File: src/rtl/video_pkg.sv
// ============================================================================
// video_pkg : shared video-pipeline constants (FIFO geometry defaults)
// Rev 1.0
// ============================================================================
`default_nettype none

package video_pkg;

    localparam int FIFO_WIDTH = 16;
    localparam int FIFO_DEPTH = 256;

    function automatic int fifo_addr_width(input int depth);
        return $clog2(depth);
    endfunction

endpackage

`default_nettype wire

File: src/rtl/dual_fifo_if.sv
// ============================================================================
// dual_fifo_if : write/read handshake bundle of the synchronous FIFO
// Rev 1.0
// ============================================================================
`default_nettype none

interface dual_fifo_if #(
    parameter int WIDTH = video_pkg::FIFO_WIDTH,
    parameter int DEPTH = video_pkg::FIFO_DEPTH
);
    localparam int AW = video_pkg::fifo_addr_width(DEPTH);

    logic [WIDTH-1:0] data;
    logic             wrreq;
    logic             wrfull;
    logic             rdreq;
    logic [WIDTH-1:0] q;
    logic             rdempty;
    logic [AW:0]      usedw;
    logic             overflow;
    logic             underflow;

    modport master (
        output data, wrreq, rdreq,
        input  wrfull, q, rdempty, usedw, overflow, underflow
    );

    modport slave (
        input  data, wrreq, rdreq,
        output wrfull, q, rdempty, usedw, overflow, underflow
    );

endinterface

`default_nettype wire

File: src/rtl/dual_fifo_ram.sv
// ============================================================================
// dual_fifo_ram : simple dual-port RAM, one write port, registered read port
// Rev 1.0
// ============================================================================
`default_nettype none

module dual_fifo_ram #(
    parameter int WIDTH = video_pkg::FIFO_WIDTH,
    parameter int DEPTH = video_pkg::FIFO_DEPTH,
    parameter int AW    = $clog2(DEPTH)
) (
    input  wire logic             clk,
    input  wire logic             rst,
    input  wire logic             we_i,
    input  wire logic [AW-1:0]    waddr_i,
    input  wire logic [WIDTH-1:0] wdata_i,
    input  wire logic             re_i,
    input  wire logic [AW-1:0]    raddr_i,
    output logic      [WIDTH-1:0] rdata_o
);

    logic [WIDTH-1:0] mem_q [DEPTH];
    logic [WIDTH-1:0] rdata_q;

    always_ff @(posedge clk) begin
        if (we_i) begin
            mem_q[waddr_i] <= wdata_i;
        end
    end

    // Output register reset maps onto the block-RAM output-latch sync reset.
    always_ff @(posedge clk) begin
        if (rst) begin
            rdata_q <= '0;
        end else if (re_i) begin
            rdata_q <= mem_q[raddr_i];
        end
    end

    assign rdata_o = rdata_q;

endmodule

`default_nettype wire

File: src/rtl/dual_fifo.sv
// ============================================================================
// dual_fifo : single-clock FIFO, normal (non show-ahead) read, over/underflow
// Rev 1.0
// ============================================================================
`default_nettype none

module dual_fifo
    import video_pkg::*;
#(
    parameter int WIDTH = FIFO_WIDTH,
    parameter int DEPTH = FIFO_DEPTH
) (
    input wire logic  clk,
    input wire logic  rst,
    dual_fifo_if.slave bus
);

    localparam int          AW         = fifo_addr_width(DEPTH);
    localparam logic [AW:0] FULL_COUNT = (AW+1)'(DEPTH);

    logic [AW-1:0]    wptr_q, wptr_d;
    logic [AW-1:0]    rptr_q, rptr_d;
    logic [AW:0]      usedw_q, usedw_d;
    logic             overflow_q, overflow_d;
    logic             underflow_q, underflow_d;
    logic             full, empty, wr_accept, rd_accept;
    logic [WIDTH-1:0] rdata;

    // Flags come only from the registered count, so data never reaches them.
    always_comb begin
        full        = (usedw_q == FULL_COUNT);
        empty       = (usedw_q == '0);
        wr_accept   = bus.wrreq && !full;
        rd_accept   = bus.rdreq && !empty;
        wptr_d      = wr_accept ? wptr_q + 1'b1 : wptr_q;
        rptr_d      = rd_accept ? rptr_q + 1'b1 : rptr_q;
        overflow_d  = bus.wrreq && full;
        underflow_d = bus.rdreq && empty;
        case ({wr_accept, rd_accept})
            2'b10:   usedw_d = usedw_q + 1'b1;
            2'b01:   usedw_d = usedw_q - 1'b1;
            default: usedw_d = usedw_q;
        endcase
    end

    always_ff @(posedge clk) begin
        if (rst) begin
            wptr_q      <= '0;
            rptr_q      <= '0;
            usedw_q     <= '0;
            overflow_q  <= 1'b0;
            underflow_q <= 1'b0;
        end else begin
            wptr_q      <= wptr_d;
            rptr_q      <= rptr_d;
            usedw_q     <= usedw_d;
            overflow_q  <= overflow_d;
            underflow_q <= underflow_d;
        end
    end

    dual_fifo_ram #(
        .WIDTH (WIDTH),
        .DEPTH (DEPTH),
        .AW    (AW)
    ) u_ram (
        .clk     (clk),
        .rst     (rst),
        .we_i    (wr_accept),
        .waddr_i (wptr_q),
        .wdata_i (bus.data),
        .re_i    (rd_accept),
        .raddr_i (rptr_q),
        .rdata_o (rdata)
    );

    assign bus.q         = rdata;
    assign bus.wrfull    = full;
    assign bus.rdempty   = empty;
    assign bus.usedw     = usedw_q;
    assign bus.overflow  = overflow_q;
    assign bus.underflow = underflow_q;

endmodule

`default_nettype wire

File: src/flat_wrapper.sv
// flat-port wrapper written by rule: the top's interface ports become plain ports
module dual_fifo_flat import video_pkg::*;
#(
    parameter int WIDTH = FIFO_WIDTH,
    parameter int DEPTH = FIFO_DEPTH
)
  (clk, rst, bus_data, bus_wrreq, bus_rdreq, bus_wrfull, bus_q, bus_rdempty, bus_usedw, bus_overflow, bus_underflow);
  dual_fifo_if #(.WIDTH(WIDTH), .DEPTH(DEPTH)) bus_i ();
  input wire logic clk;
  input wire logic rst;
  input wire logic [$bits(bus_i.data)-1:0] bus_data;
  input wire logic [$bits(bus_i.wrreq)-1:0] bus_wrreq;
  input wire logic [$bits(bus_i.rdreq)-1:0] bus_rdreq;
  output wire logic [$bits(bus_i.wrfull)-1:0] bus_wrfull;
  output wire logic [$bits(bus_i.q)-1:0] bus_q;
  output wire logic [$bits(bus_i.rdempty)-1:0] bus_rdempty;
  output wire logic [$bits(bus_i.usedw)-1:0] bus_usedw;
  output wire logic [$bits(bus_i.overflow)-1:0] bus_overflow;
  output wire logic [$bits(bus_i.underflow)-1:0] bus_underflow;
  assign bus_i.data = bus_data;
  assign bus_i.wrreq = bus_wrreq;
  assign bus_i.rdreq = bus_rdreq;
  assign bus_wrfull = bus_i.wrfull;
  assign bus_q = bus_i.q;
  assign bus_rdempty = bus_i.rdempty;
  assign bus_usedw = bus_i.usedw;
  assign bus_overflow = bus_i.overflow;
  assign bus_underflow = bus_i.underflow;
  dual_fifo #(.WIDTH(WIDTH), .DEPTH(DEPTH)) u_core (.clk(clk), .rst(rst), .bus(bus_i));
endmodule
File: config.mk
export PLATFORM = sky130hd
export DESIGN_NAME = dual_fifo_flat
export DESIGN_NICKNAME = d
export VERILOG_FILES = /design/src/rtl/video_pkg.sv /design/src/rtl/dual_fifo_if.sv /design/src/rtl/dual_fifo_ram.sv /design/src/rtl/dual_fifo.sv /design/src/flat_wrapper.sv
export SDC_FILE = /design/constraint.sdc
export NUM_CORES = 2
export LEC_CHECK = 0
export CORE_ASPECT_RATIO = 1.25
export CORE_MARGIN = 2
export CORE_UTILIZATION = 54
export DETAILED_ROUTE_END_ITERATION = 8
export HOLD_SLACK_MARGIN = 0.12
export PLACE_DENSITY = 0.7
export SLEW_MARGIN = 20
export SYNTH_ARGS = -nofsm -noshare
export SYNTH_HDL_FRONTEND = slang
export SYNTH_HIERARCHICAL = 1
export SYNTH_SLANG_ARGS = --single-unit
File: constraint.sdc
create_clock -name clk -period 6.6 [get_ports clk]
set_input_delay 0.66 -clock clk [delete_from_list [all_inputs] [get_ports clk]]
set_output_delay 0.66 -clock clk [all_outputs]
set_load 0.02 [all_outputs]
## Word-level counts from Yosys, hierarchy flattened

Memories as Yosys holds them, arrays and structs flattened. A register that Yosys moved wholly into a read port is not among the register bits.
Index checks and enable logic that the tools add are counted.

| storage, ports and cells | value |
|---|---|
| RAM bits | 4096 |
| input port bits | 20 |
| word-level logic and storage cells | 24 |
| flip-flop bits (word level) | 27 |
| memories kept | 1 |
| output and inout port bits | 29 |

Memory list:

| name | depth | width | rd ports | clocked after memory_dff | wr ports | RTL line | source |
|---|---|---|---|---|---|---|---|
| u_core.u_ram.mem_q | 256 | 16 | 1 | 1 | 1 | dual_fifo_ram.sv:22 | `logic [WIDTH-1:0] mem_q [DEPTH];` |

| operators by class | value |
|---|---|
| multiplexer cells | 3 |
| $add $sub $neg | 4 |
| reductions and logical operators | 8 |
| equality and inequality tests | 3 |

Operators by type and width:

| operator | number |
|---|---|
| $pmux 9 s2 | 1 |
| $add 8x1->8 const B | 2 |
| $add 9x1->9 const B | 1 |
| $eq 9x9->1 const B | 1 |
| $logic_not 9->1 | 1 |
| $sub 9x1->9 const B | 1 |
| $logic_and 1x1->1 | 4 |
| $eq 2x1->1 const B | 1 |
| $eq 2x2->1 const B | 1 |
| $logic_not 1->1 | 2 |
| $mux 1 | 2 |
| $reduce_bool 2->1 | 1 |

## Depth between registers and ports, before layout

| logic depth | value |
|---|---|
| word-level depth | 5 |
| depth in mapped cells | 13 |
| gate-level depth less buffers | 10 |

## Hierarchy

Netlist, hierarchy kept.

Modules (own cells, without submodules):

| module | times used | sequential area each (sq um) | cells an instance | area each (sq um) |
|---|---|---|---|---|
| dual_fifo_ram | 1 | 123318.3 | 7586 | 158948.7 |
| dual_fifo | 1 | 540.5 | 172 | 1544.0 |

## Least setup slack after synthesis

OpenSTA, ideal clock, no wires.

| timing | value |
|---|---|
| path type | register to register |
| start point | register u_core.usedw_q[0] (netlist: u_core/bus.usedw[0]) |
| end point | memory u_core/u_ram/mem_q[234][0] (netlist name), enable pin |
| path buffers | 3 |
| setup time | 0.388 ns |
| data arrival time | 2.622 ns |
| period minus slack after synthesis | 3.011 ns |
| path slack | 3.589 ns |
| data required time | 6.212 ns |
| stages on the path, launching flop included | 10 |
| cells stage by stage | dfxtp_1 nor4_4 nand3_2 nand2_2 inv_4 clkbuf_1 clkbuf_1 nand3_1 clkbuf_1 nor2_1 |

| on the way | value |
|---|---|
| word-level cells in the longest chain between the ends | 5 |

Ends and longest elaborated chain:

| what | RTL line | source |
|---|---|---|
| start: declaration | dual_fifo.sv:23 | `logic [AW:0] usedw_q, usedw_d;` |
| start signal: assignment | dual_fifo.sv:56 | `usedw_q <= usedw_d;` |
| $eq 9x9->1 | dual_fifo.sv:31 | `full = (usedw_q == FULL_COUNT);` |
| $logic_not 1->1 | dual_fifo.sv:33 | `wr_accept = bus.wrreq && !full;` |
| $logic_and 1x1->1 | dual_fifo.sv:33 |  |
| named net u_core.wr_accept | dual_fifo.sv:26 | `logic full, empty, wr_accept, rd_accept;` |
| $mux 1 | dual_fifo_ram.sv:26 | `if (we_i) begin` |
| $mux 1 (not written as such) | dual_fifo_ram.sv:27 | `mem_q[waddr_i] <= wdata_i;` |
| end: declaration | dual_fifo_ram.sv:22 |  |

The timed path passes the listed nets, and every way through them passes these cells.

==> metrics <==
num ports=about 50; Slowest cell on crit path=sky130_fd_sc_hd__dfxtp_4; CP peak stage delay=about 880 ps; critical path peak fanout=38; global placer's final weighted congestion=a little over 0.9; sequential fraction of the synthesis area=77.2%; share of power burned in registers=47.8%; share of the core filled with cells in the final layout=between 60% and 70%; starting utilization of the core area=a little over half; number of I/O port buffers=48; main flop type after synthesis=sky130_fd_sc_hd__edfxtp_1; total number of placement rows=~220; shortest clock period the worst path allows after layout=4910 ps; wire per inst=between 30 and 40 um; DP Wirelength=around 260000 um; Worst Tran Pin Value=~1300 ps; min-delay worst type=input pin to flip-flop; Synthesis Warnings=6; global routing usage summed across all routing layers=28.9%; root buffer cell=sky130_fd_sc_hd__clkbuf_16; critical-path cell list=buf_12, buf_12, buf_4, buf_4, mux4_2, mux2i_1, o21ai_0, nand4_1, or3_1, nand3_1; Setup violations, final=0; Crit Path Class=flip-flop to flip-flop; count of flip-flops with a built-in enable after synthesis=4096; power share of the combinational group=roughly 15%; areal power density over the cells=around 340 nW/um2; Max Transition Viols Final=0; antenna viol nets, final=0; core area=about 300000 um2; Clock Pin Slew Worst Setup and Hold Paths=approximately 60 ps; Worst IR Drop VDD=approximately 0.32 mV; Largest delay share family, worst path=simple AND/OR/NAND/NOR gates; proportion of total power due to net switching=between 20% and 30%; clock buffers created by TritonCTS=between 300 and 400; total standard cell area after synthesis=roughly 160000 um2; result of the run=finished, final reports clean; final setup skew=just over 60 ps; Clock Latency Late Sink=roughly 940 ps; Clk pwr share=36.9%; RSZ-0062 raised after global routing=false; number of design rule violations left after detail routing=0; width of the die=~500 um; largest net degree at the start of global routing=around 190; NetSw=between 15 and 20 mW; number of setup buffers added after CTS=0; CTS tree=done; share of synthesized flip-flops with an asynchronous set or reset=0%; depth of the CTS H-tree=5; average cell area after synthesis=a little over 20 um2; max_cap viols=0; initial antenna violation count=35; data arrival time at the worst-slack endpoint=5740 ps; flops & latches, synth=a little over 4k; iteration count of the initial detailed-routing pass=6; Net Count, Synth=between 7k and 8k; Die Ht=614 um; total congestion overflow after global routing=0; vias after detailed routing=~83k; internal portion of total power=46.0 mW; total routed wirelength=around 440000 um; slew margin rel.=between 10% and 20%; category of the worst setup path launch point=flip-flop; kind of end point of the critical path=flip-flop; die footprint=roughly 300000 um2; Cell variety after synth=between 80 and 90; Req. time, crit path=7430 ps; via count of the first global-routing pass=between 80k and 90k; Vias per Instance=around 6.7; area growth from synthesis to layout=12.0%; net count of the finished layout=slightly above 8k; clock net sink count=between 4k and 5k; number of instances in the synthesized netlist=slightly below 8k; DRC marker count from the first detailed-route iteration=approximately 12k; proportion of layout cells with a drive suffix above 1=between 20% and 30%; final total negative setup slack=0 ps; global-route wire length before repair=between 600000 and 700000 um; number of buffers on the longest clock path=4; buffers plus inverters on the worst setup path=4; share of the cycle needed by the critical path after routing=roughly three quarters; leakage power total=roughly 55 nW; maximum frequency from static timing analysis=just over 200 MHz; number of hold-slack violations in the final timing report=0
## stage by stage
stage	cell area [um2]	cells	total power [mW]	setup slack, ps	hold WS, ps
after global routing	180000	12449	62.9	1750	194
after global placement	167000	11722	39.1	1240	527
after CTS	180000	12432	61.5	1670	185
final	180000	12461	61.3	1690	194
after detailed placement	167000	11731	39.2	1710	537
after floorplan	160000	7758	36.5	3590	498
## synth_stat cells, types with 10 or more instances
master | n | area (um2)
sky130_fd_sc_hd__nor2_1 | 317 | 1190
sky130_fd_sc_hd__buf_12 | 28 | 561
sky130_fd_sc_hd__edfxtp_1 | 4096 | 123000
sky130_fd_sc_hd__o21ai_0 | 87 | 435
sky130_fd_sc_hd__mux2i_1 | 697 | 6980
sky130_fd_sc_hd__mux4_2 | 676 | 15200
sky130_fd_sc_hd__a211oi_1 | 88 | 661
sky130_fd_sc_hd__buf_6 | 82 | 923
sky130_fd_sc_hd__a2111oi_0 | 40 | 350
sky130_fd_sc_hd__buf_4 | 27 | 203
sky130_fd_sc_hd__and3_1 | 15 | 93.8
sky130_fd_sc_hd__buf_2 | 98 | 490
sky130_fd_sc_hd__mux4_1 | 28 | 736
sky130_fd_sc_hd__o21ai_1 | 13 | 65.1
sky130_fd_sc_hd__inv_1 | 10 | 37.5
sky130_fd_sc_hd__nand4_1 | 24 | 150
sky130_fd_sc_hd__nor3_1 | 44 | 220
sky130_fd_sc_hd__a22o_1 | 10 | 87.6
sky130_fd_sc_hd__dfxtp_1 | 43 | 861
sky130_fd_sc_hd__nand3_1 | 74 | 370
sky130_fd_sc_hd__a211o_1 | 10 | 87.6
sky130_fd_sc_hd__a221oi_1 | 18 | 158
sky130_fd_sc_hd__a21oi_1 | 140 | 701
sky130_fd_sc_hd__o221ai_1 | 122 | 1070
sky130_fd_sc_hd__buf_1 | 28 | 105
sky130_fd_sc_hd__ha_1 | 10 | 125
sky130_fd_sc_hd__clkbuf_1 | 167 | 627
sky130_fd_sc_hd__buf_8 | 25 | 375
sky130_fd_sc_hd__o22ai_1 | 231 | 1450
sky130_fd_sc_hd__nand2_1 | 253 | 950
sky130_fd_sc_hd__a32oi_1 | 10 | 87.6
sky130_fd_sc_hd__a22oi_1 | 73 | 548
sky130_fd_sc_hd__nor2b_1 | 10 | 62.6
## per-layer routing
| layer | share of wire [%] | wire length, um | GRT usage, % | vias to the layer above |
|---|---|---|---|---|
| li1 | - | - | - | 33317 |
| met1 | 36 | 157000 | 38.8 | 43741 |
| met2 | 47 | 208000 | 45.3 | 5426 |
| met3 | 12 | 50800 | 6.70 | 895 |
| met4 | 5.3 | 23300 | 13.2 | 14 |
| met5 | 0.020 | 86 | 0 | - |
## flip-flops by register name, indices dropped and copies added, names as in the netlist
register and flops:
u_core/u_ram/mem_q 4096, u_core/u_ram/rdata_o 16, u_core/bus.usedw 9, u_core/rptr_q 8, u_core/wptr_q 8, u_core/bus.overflow 1, u_core/bus.underflow 1
## cell families (layout without fill, tap and decap cells)
group / count (synthesis) / after routing / synth area share (%)
XOR/XNOR: 16 / 16 / 0.0873
other: 0 / 26 / 0
adder cells (fa/ha/maj): 11 / 11 / 0.0904
flip-flops: 4139 / 4139 / 77.2
multiplexers: 1408 / 1408 / 14.3
buffers and inverters: 477 / 1217 / 2.14
AO/OA/AOI/OAI: 910 / 910 / 3.96
AND/OR/NAND/NOR: 797 / 797 / 2.21
## worst register-to-register path, stage by stage, from the launching register on
cell	delay, ps
sky130_fd_sc_hd__dfxtp_4	880
sky130_fd_sc_hd__buf_12	330
sky130_fd_sc_hd__buf_12	340
sky130_fd_sc_hd__buf_4	430
sky130_fd_sc_hd__buf_4	270
sky130_fd_sc_hd__mux4_2	260
sky130_fd_sc_hd__mux2i_1	110
sky130_fd_sc_hd__o21ai_0	690
sky130_fd_sc_hd__nand4_1	590
sky130_fd_sc_hd__or3_1	750
sky130_fd_sc_hd__nand3_1	180
## final timing paths
path                           startpoint                    endpoint  slack (ps)  cells past startpoint
hold / removal                bus_data[8]  u_core/u_ram/mem_q[154][8]         190                      1
setup reg to reg         u_core/rptr_q[0]     u_core/u_ram/rdata_o[9]        1690                     10
hold reg to reg   u_core/u_ram/rdata_o[9]     u_core/u_ram/rdata_o[9]         550                      2
setup / recovery         u_core/rptr_q[0]     u_core/u_ram/rdata_o[9]        1690                     10
## area by class of cell
| type | instances | area, um2 |
|---|---|---|
| inverter | 15 | 66.3 |
| clock buffer | 461 | 10200 |
| sequential | 4139 | 124000 |
| clock inverter | 238 | 2540 |
| antenna | 26 | 65.1 |
| multi-input combinational | 3142 | 33600 |
| fill | 20009 | 116000 |
| tap | 3937 | 4930 |
| timing repair buffer | 503 | 4550 |
## layout by cell type (no fill, tap or decap), types with 13 or more instances in the layout
cell and count:
sky130_fd_sc_hd__a221oi_1 18, sky130_fd_sc_hd__a2111oi_2 13, sky130_fd_sc_hd__nor2_2 27, sky130_fd_sc_hd__nand4_1 24, sky130_fd_sc_hd__a22oi_1 73, sky130_fd_sc_hd__clkbuf_16 399
sky130_fd_sc_hd__nand2_1 251, sky130_fd_sc_hd__o22ai_1 231, sky130_fd_sc_hd__and3_1 15, sky130_fd_sc_hd__a211oi_1 88, sky130_fd_sc_hd__clkinv_1 87, sky130_fd_sc_hd__bufinv_16 51
sky130_fd_sc_hd__o221ai_1 122, sky130_fd_sc_hd__a2111oi_0 20, sky130_fd_sc_hd__a2111oi_1 14, sky130_fd_sc_hd__o21ai_0 77, sky130_fd_sc_hd__o21ai_1 22, sky130_fd_sc_hd__nor3_1 38
sky130_fd_sc_hd__edfxtp_1 4096, sky130_fd_sc_hd__buf_12 39, sky130_fd_sc_hd__clkinv_2 61, sky130_fd_sc_hd__mux2i_1 697, sky130_fd_sc_hd__nor2_4 14, sky130_fd_sc_hd__mux4_2 676
sky130_fd_sc_hd__buf_4 403, sky130_fd_sc_hd__nor2_1 276, sky130_fd_sc_hd__nand3_1 71, sky130_fd_sc_hd__clkbuf_1 62, sky130_fd_sc_hd__dfxtp_1 39, sky130_fd_sc_hd__diode_2 26
sky130_fd_sc_hd__a21oi_1 140, sky130_fd_sc_hd__mux4_1 28, sky130_fd_sc_hd__buf_8 15, sky130_fd_sc_hd__clkdlybuf4s50_1 32, sky130_fd_sc_hd__clkinvlp_4 18
## power by group through the flow
stage	logic, mW	registers (mW)	clock network (mW)
floorplan	6.77	29.7	0
global placement	9.22	29.8	0
detailed placement	9.32	29.8	0
CTS	9.36	29.3	22.8
global route	9.80	29.3	23.8
finish	9.39	29.3	22.6
## repair_timing
action                    in CTS  in global routing
hold endpoints to repair      36                  0
hold buffers                   2                  0
resized for setup              0                  0
Power figures use the tool's default switching activity.
